<file path="config.mk">
export PLATFORM = sky130hd
export DESIGN_NAME = window_discriminator_n
export DESIGN_NICKNAME = d
export VERILOG_FILES = /design/src/rtl/window_discriminator_n.sv
export SDC_FILE = /design/constraint.sdc
export NUM_CORES = 1
export LEC_CHECK = 0
export ABC_AREA = 1
export CELL_PAD_IN_SITES_DETAIL_PLACEMENT = 1
export CELL_PAD_IN_SITES_GLOBAL_PLACEMENT = 2
export CORE_MARGIN = 2
export CORE_UTILIZATION = 20
export CTS_CLUSTER_DIAMETER = 80
export DETAILED_ROUTE_END_ITERATION = 10
export PLACE_DENSITY_LB_ADDON = 0.1
export SYNTH_ARGS = -nofsm -noshare
export SYNTH_HDL_FRONTEND = slang
export SYNTH_SLANG_ARGS = --single-unit
</file>
<file path="constraint.sdc">
create_clock -name dataclk -period 2.5 [get_ports dataclk]
set_input_delay 0.25 -clock dataclk [delete_from_list [all_inputs] [get_ports dataclk]]
set_output_delay 0.25 -clock dataclk [all_outputs]
set_load 0.01 [all_outputs]
</file>
<file path="src/rtl/window_discriminator_n.sv">
// ---------------------------------------------------------------------------
// window_discriminator_n
//
// Multi-window spike discriminator for one DAC channel. It sits after the
// HPF/threshold stage. A trigger crossing opens a post-trigger sample count.
// While the count runs, every sample is checked against NUM_WIN amplitude
// windows. Each window has its own index range, threshold, polarity and
// inclusion/exclusion type. Once the sample at index stop_max has been
// processed, the block spends one DECIDE cycle and then emits a one-cycle
// accept pulse on detect if every window agreed.
//
// Samples and thresholds are offset-binary (32768 = 0 uV), so every
// amplitude compare is a plain unsigned compare.
//
// Parameters
//   DATA_W   sample / threshold width
//   NUM_WIN  number of windows (1..8)
//   CNT_W    post-trigger sample counter width
//
// Ports
//   dataclk       system clock; all state changes on the rising edge
//   reset         synchronous, active-high; wins over every other input
//   enable        0 forces IDLE, clears hits and index, suppresses detect
//   sample_valid  one-cycle strobe per new sample
//   sample_in     filtered amplifier sample
//   trig_thrsh    trigger threshold
//   trig_pol      1: crossing when sample >= thrsh, 0: when sample <= thrsh
//   win_start     window k first index, bits [k*CNT_W +: CNT_W]
//   win_stop      window k last index (inclusive)
//   win_thrsh     window k threshold, bits [k*DATA_W +: DATA_W]
//   win_pol       window k polarity, same rule as trig_pol
//   win_type      0: inclusion (must hit), 1: exclusion (must not hit)
//   stop_max      last post-trigger index that is evaluated
//   detect        one-cycle accept pulse
//   busy          high while in ARMED or DECIDE
//   fsm_state     00 IDLE, 01 ARMED, 10 DECIDE
//   sample_idx    current post-trigger index
//   win_hit       sticky per-window hit flags for the current event
//
// The configuration inputs must stay static while busy is high.
// ---------------------------------------------------------------------------
module window_discriminator_n #(
    parameter int DATA_W  = 16,
    parameter int NUM_WIN = 2,
    parameter int CNT_W   = 8
) (
    input  logic                       dataclk,
    input  logic                       reset,
    input  logic                       enable,
    input  logic                       sample_valid,
    input  logic [DATA_W-1:0]          sample_in,
    input  logic [DATA_W-1:0]          trig_thrsh,
    input  logic                       trig_pol,
    input  logic [NUM_WIN*CNT_W-1:0]   win_start,
    input  logic [NUM_WIN*CNT_W-1:0]   win_stop,
    input  logic [NUM_WIN*DATA_W-1:0]  win_thrsh,
    input  logic [NUM_WIN-1:0]         win_pol,
    input  logic [NUM_WIN-1:0]         win_type,
    input  logic [CNT_W-1:0]           stop_max,
    output logic                       detect,
    output logic                       busy,
    output logic [1:0]                 fsm_state,
    output logic [CNT_W-1:0]           sample_idx,
    output logic [NUM_WIN-1:0]         win_hit
);

    typedef enum logic [1:0] {
        ST_IDLE   = 2'b00,
        ST_ARMED  = 2'b01,
        ST_DECIDE = 2'b10
    } state_e;

    // -----------------------------------------------------------------------
    // State
    // -----------------------------------------------------------------------
    state_e               state_q,  state_d;
    logic [CNT_W-1:0]     idx_q,    idx_d;
    logic [NUM_WIN-1:0]   hit_q,    hit_d;
    logic                 detect_q, detect_d;
    logic                 busy_q,   busy_d;

    // -----------------------------------------------------------------------
    // Combinational datapath
    // -----------------------------------------------------------------------
    logic                 trig_cross;
    logic                 idx_sat;
    logic [CNT_W-1:0]     eval_idx;
    logic                 eval_last;
    logic [NUM_WIN-1:0]   win_in_range;
    logic [NUM_WIN-1:0]   win_cross;
    logic [NUM_WIN-1:0]   win_set;
    logic                 all_pass;

    assign trig_cross = trig_pol ? (sample_in >= trig_thrsh)
                                 : (sample_in <= trig_thrsh);

    // Index that the current edge would store. The trigger sample is index 0;
    // in ARMED each strobe advances by one. Saturating the increment keeps
    // the counter from wrapping even if stop_max is the all-ones value.
    assign idx_sat   = &idx_q;
    assign eval_idx  = (state_q == ST_IDLE) ? '0
                     : (idx_sat ? idx_q : idx_q + CNT_W'(1));

    // Under static configuration this only ever fires on equality; using >=
    // also guarantees termination if the index somehow passed stop_max.
    assign eval_last = (eval_idx >= stop_max);

    // Per-window comparators, purely combinational on the current inputs.
    // A window whose start is above its stop can never be in range.
    for (genvar k = 0; k < NUM_WIN; k++) begin : g_win
        logic [CNT_W-1:0]  start_k;
        logic [CNT_W-1:0]  stop_k;
        logic [DATA_W-1:0] thr_k;

        assign start_k = win_start[k*CNT_W +: CNT_W];
        assign stop_k  = win_stop[k*CNT_W +: CNT_W];
        assign thr_k   = win_thrsh[k*DATA_W +: DATA_W];

        assign win_in_range[k] = (eval_idx >= start_k) && (eval_idx <= stop_k);
        assign win_cross[k]    = win_pol[k] ? (sample_in >= thr_k)
                                            : (sample_in <= thr_k);
        assign win_set[k]      = win_in_range[k] & win_cross[k];
    end

    // Inclusion windows pass when hit, exclusion windows pass when not hit.
    assign all_pass = &(hit_q ^ win_type);

    // -----------------------------------------------------------------------
    // Next-state logic
    // -----------------------------------------------------------------------
    always_comb begin
        // NOTE: every variable gets a default before any branch so no path
        // leaves one unassigned, which would otherwise infer a latch.
        state_d  = state_q;
        idx_d    = idx_q;
        hit_d    = hit_q;
        detect_d = 1'b0;

        if (!enable) begin
            // Disable drops any event in progress, including a pending decision.
            state_d = ST_IDLE;
            idx_d   = '0;
            hit_d   = '0;
        end else begin
            unique case (state_q)
                ST_IDLE: begin
                    if (sample_valid && trig_cross) begin
                        // The trigger sample is itself checked against the windows.
                        idx_d   = '0;
                        hit_d   = win_set;
                        state_d = eval_last ? ST_DECIDE : ST_ARMED;
                    end
                end

                ST_ARMED: begin
                    // Without a strobe, index and hits hold; there is no timeout.
                    if (sample_valid) begin
                        idx_d = eval_idx;
                        hit_d = hit_q | win_set;
                        if (eval_last) begin
                            state_d = ST_DECIDE;
                        end
                    end
                end

                ST_DECIDE: begin
                    // Strobes here are ignored; no retrigger until back in IDLE.
                    detect_d = all_pass;
                    state_d  = ST_IDLE;
                    idx_d    = '0;
                    hit_d    = '0;
                end

                default: begin
                    state_d = ST_IDLE;
                    idx_d   = '0;
                    hit_d   = '0;
                end
            endcase
        end

        busy_d = (state_d != ST_IDLE);
    end

    // -----------------------------------------------------------------------
    // Registers
    // -----------------------------------------------------------------------
    always_ff @(posedge dataclk) begin
        // NOTE: state is updated with non-blocking assignments so every flop
        // samples the pre-edge values regardless of statement order.
        if (reset) begin
            state_q  <= ST_IDLE;
            idx_q    <= '0;
            hit_q    <= '0;
            detect_q <= 1'b0;
            busy_q   <= 1'b0;
        end else begin
            state_q  <= state_d;
            idx_q    <= idx_d;
            hit_q    <= hit_d;
            detect_q <= detect_d;
            busy_q   <= busy_d;
        end
    end

    // -----------------------------------------------------------------------
    // Outputs
    // -----------------------------------------------------------------------
    assign detect     = detect_q;
    assign busy       = busy_q;
    assign fsm_state  = state_q;
    assign sample_idx = idx_q;
    assign win_hit    = hit_q;

endmodule
</file>
==> impl_metrics.env <==
export IMPL_gr_usage_all_layers_pct=13.9
export IMPL_antenna_found_initial=0
export IMPL_finalClockSkew_ps=4.15
export IMPL_path_cells="ha_4, nand2_4, nor2_4, nand2_4, buf_6, nand2_1, nor2_2, nor2_2, buf_6, ha_4, nand2_2, nor2_2, and3_1, nand4_1, nand2_2, nand2_1, nand2_1, nand2_2, a21oi_2"
export IMPL_via_per_inst=4.23
export IMPL_critPathMaxStageDelay_ps=360
export IMPL_relSlewSlack_pct=69.7
export IMPL_port_buffers=126
export IMPL_area_growth_pct=71.0
export IMPL_status="complete, no violations"
export IMPL_rows=46
export IMPL_cts_root_buf="clkbuf_16"
export IMPL_diodes=0
export IMPL_initial_core_util_pct=20.2
export IMPL_synth_fp_nets=710
export IMPL_crit_slowest_cell="dfxtp_4"
export IMPL_grt_max_degree=12
export IMPL_final_hold_viol_count=0
export IMPL_die_w_um=130
export IMPL_avgRoutedWirePerCell_um=13.5
export IMPL_cts_htree_levels=1
export IMPL_dieArea_sq_um=16900
export IMPL_stdcell_count=889
export IMPL_finalMaxSlewViolations=0
export IMPL_pin_count=127
export IMPL_nets=871
export IMPL_first_pass_iters=4
export IMPL_synth_edff_count=0
export IMPL_syn_area_per_cell_sq_um=6.20
export IMPL_cap_viol_max_count=0
export IMPL_vias=3758
export IMPL_cts_tree="yes"
export IMPL_clockBufferDepth=2
export IMPL_grt_pass1_wl_um=19100
export IMPL_drt_iter0_markers=78
export IMPL_crit_path_max_fanout=5
export IMPL_synthArstFlopShare_pct=0
export IMPL_grt_overflow=0
export IMPL_criticalPathCategory="flop to flop"
export IMPL_rsz0062_at_grt="true"
export IMPL_synth_seq_cells=14
export IMPL_yosys_most_used_dff="dfxtp_1"
export IMPL_yosysWarnings=0
export IMPL_syn_cell_area_sq_um=3180
export IMPL_ys_seq_area_share_pct=8.82
export IMPL_clk_pin_slew_worst_paths_ps=50
export IMPL_cpLargestDelayFamily="simple AND/OR/NAND/NOR gates"
export IMPL_fmax_mhz=406
export IMPL_p_leak_nw=2.72
export IMPL_finalSetupViolations=0
export IMPL_drc=0
export IMPL_routed_wl_um=12000
export IMPL_placed_cells=880
export IMPL_final_util_pct=34.6
export IMPL_layout_drive_gt1_share_pct=15.6
export IMPL_antenna_left=0
export IMPL_arrival_ps=2650
export IMPL_crit_buf_inv=2
export IMPL_cts_buffers=3
export IMPL_start_kind="flop"
export IMPL_insertion_delay_ps=250
export IMPL_clock_sinks=14
export IMPL_fin_crit_sh_pct=98.5
export IMPL_period_needed_ps=2460
export IMPL_synth_cell_types=30
export IMPL_total_power_mw=1.12
export IMPL_irDropWorstVdd_mv=0.181
export IMPL_coreArea_sq_um=15700
export IMPL_multi_input_area_sq_um=2760
export IMPL_synthCells=513
export IMPL_powerDensity_nw_per_um2=206
export IMPL_fillers=1935
export IMPL_end_kind="flop"
export IMPL_whs_ps=579
export IMPL_regArea_sq_um=289
export IMPL_tightest_slew_ps=454
export IMPL_worstPathRequired_ps=2690
export IMPL_place_congestion=0.797
export IMPL_min_path_type="flop to flop"
export IMPL_grt_pass1_vias=4113
export IMPL_die_h_um=130
export IMPL_dpl_hpwl_um=10200
-- flip-flops by register name, summed over array words and instances, names as in the netlist --
name        count
fsm_state       2
win_hit         2
detect          1
sample_idx      8
busy            1
-- through the flow --
stage               TNS, ps  setup WS [ps]  cell area (sq um)
finish                    0           38.0               5440
detailed placement     -884           -307               4920
floorplan                 0           10.6               3180
CTS                   -36.9          -22.0               5110
global route           -399           -151               5440
global placement       -281           -132               4920
-- where the power goes --
group	internal, mW	leakage [nW]	total, mW	switching [mW]
logic	0.296	2.56	0.542	0.246
clock network	0.244	0.0442	0.353	0.109
registers	0.223	0.115	0.225	0.00147
-- cell usage after synthesis (all sizes together) (3+ instances only) --
library cell	n	area [sq um]
nand4	12	75.1
nor2	44	188
inv	126	473
nor3	6	35.0
a31oi	3	18.8
o21ai	15	75.1
nand2	117	467
dfxtp	14	280
ha	84	1050
a21oi	37	193
nand3	31	155
xnor2	4	35.0
a21o	3	22.5
-- worst paths after layout --
kind,start,to,slack [ps],depth (start not counted)
worst max-delay path,sample_idx[1]$_SDFFE_PP0P_,win_hit[0]$_SDFFE_PP0P_,40,19
worst min-delay path,win_hit[0]$_SDFFE_PP0P_,win_hit[0]$_SDFFE_PP0P_,580,2
worst max register to register,sample_idx[1]$_SDFFE_PP0P_,win_hit[0]$_SDFFE_PP0P_,40,19
worst min register to register,win_hit[0]$_SDFFE_PP0P_,win_hit[0]$_SDFFE_PP0P_,580,2
-- metal layers --
layer / share of wire [%] / vias up / track usage [%]
met2: 48 / 74 / 24.6
met1: 47 / 1714 / 18.5
met3: 4.2 / 8 / 1.76
met4: 0.79 / 0 / 1.96
met5: 0 / - / 0
li1: - / 1962 / -
-- logic make-up after synthesis --
kind of cell | count (synthesis) | synth area share (%)
adders and majority gates | 84 | 33.1
and+or+nand+nor | 216 | 30.3
DFF | 14 | 8.82
buffers and inverters | 131 | 15.6
AOI/OAI and AO/OA | 64 | 11.2
xor gates and xnor gates | 4 | 1.10
-- tightest hold or removal path: cells and delay by family (launching register included) --
kind,cells,cell delay [ps]
AOI/OAI and AO/OA,1,50
DFF,1,360
and+or+nand+nor,1,120
-- cells in the final DEF (no fill, tap or decap), types with 3 or more instances in the layout --
master	Yosys	final
nand2_4	3	5
o21ai_0	15	7
a21oi_2	2	6
nor3_1	5	4
a21o_1	3	3
buf_6	0	6
nor2_4	3	6
nand2_1	112	105
ha_1	84	70
nor2_2	0	5
clkdlybuf4s50_1	0	126
xnor2_1	4	3
a21oi_1	35	31
nand4_1	12	12
nand2_2	2	7
nand3_1	31	29
inv_2	1	5
inv_1	125	122
nor2_1	41	33
clkbuf_16	0	3
o21ai_2	0	4
dfxtp_1	14	11
ha_4	0	14
buf_4	0	26
-- what timing repair did --
item	4_1_cts	5_1_grt
endpoints found under the hold margin	0	0
hold buffers	0	0
pin swaps	4	20
resized for setup	27	54
setup buffers	1	5
endpoints found under the setup margin	4	4
gates cloned	0	0
-- area by class of cell --
cell class	instances	share of cell area, %
well taps	216	4.97
multi-input cells	368	50.8
inverters	128	8.84
clock buffers	4	1.63
repair buffers	159	28.4
flip-flops and latches	14	5.32
No activity file was read; power rests on OpenSTA's default activity.
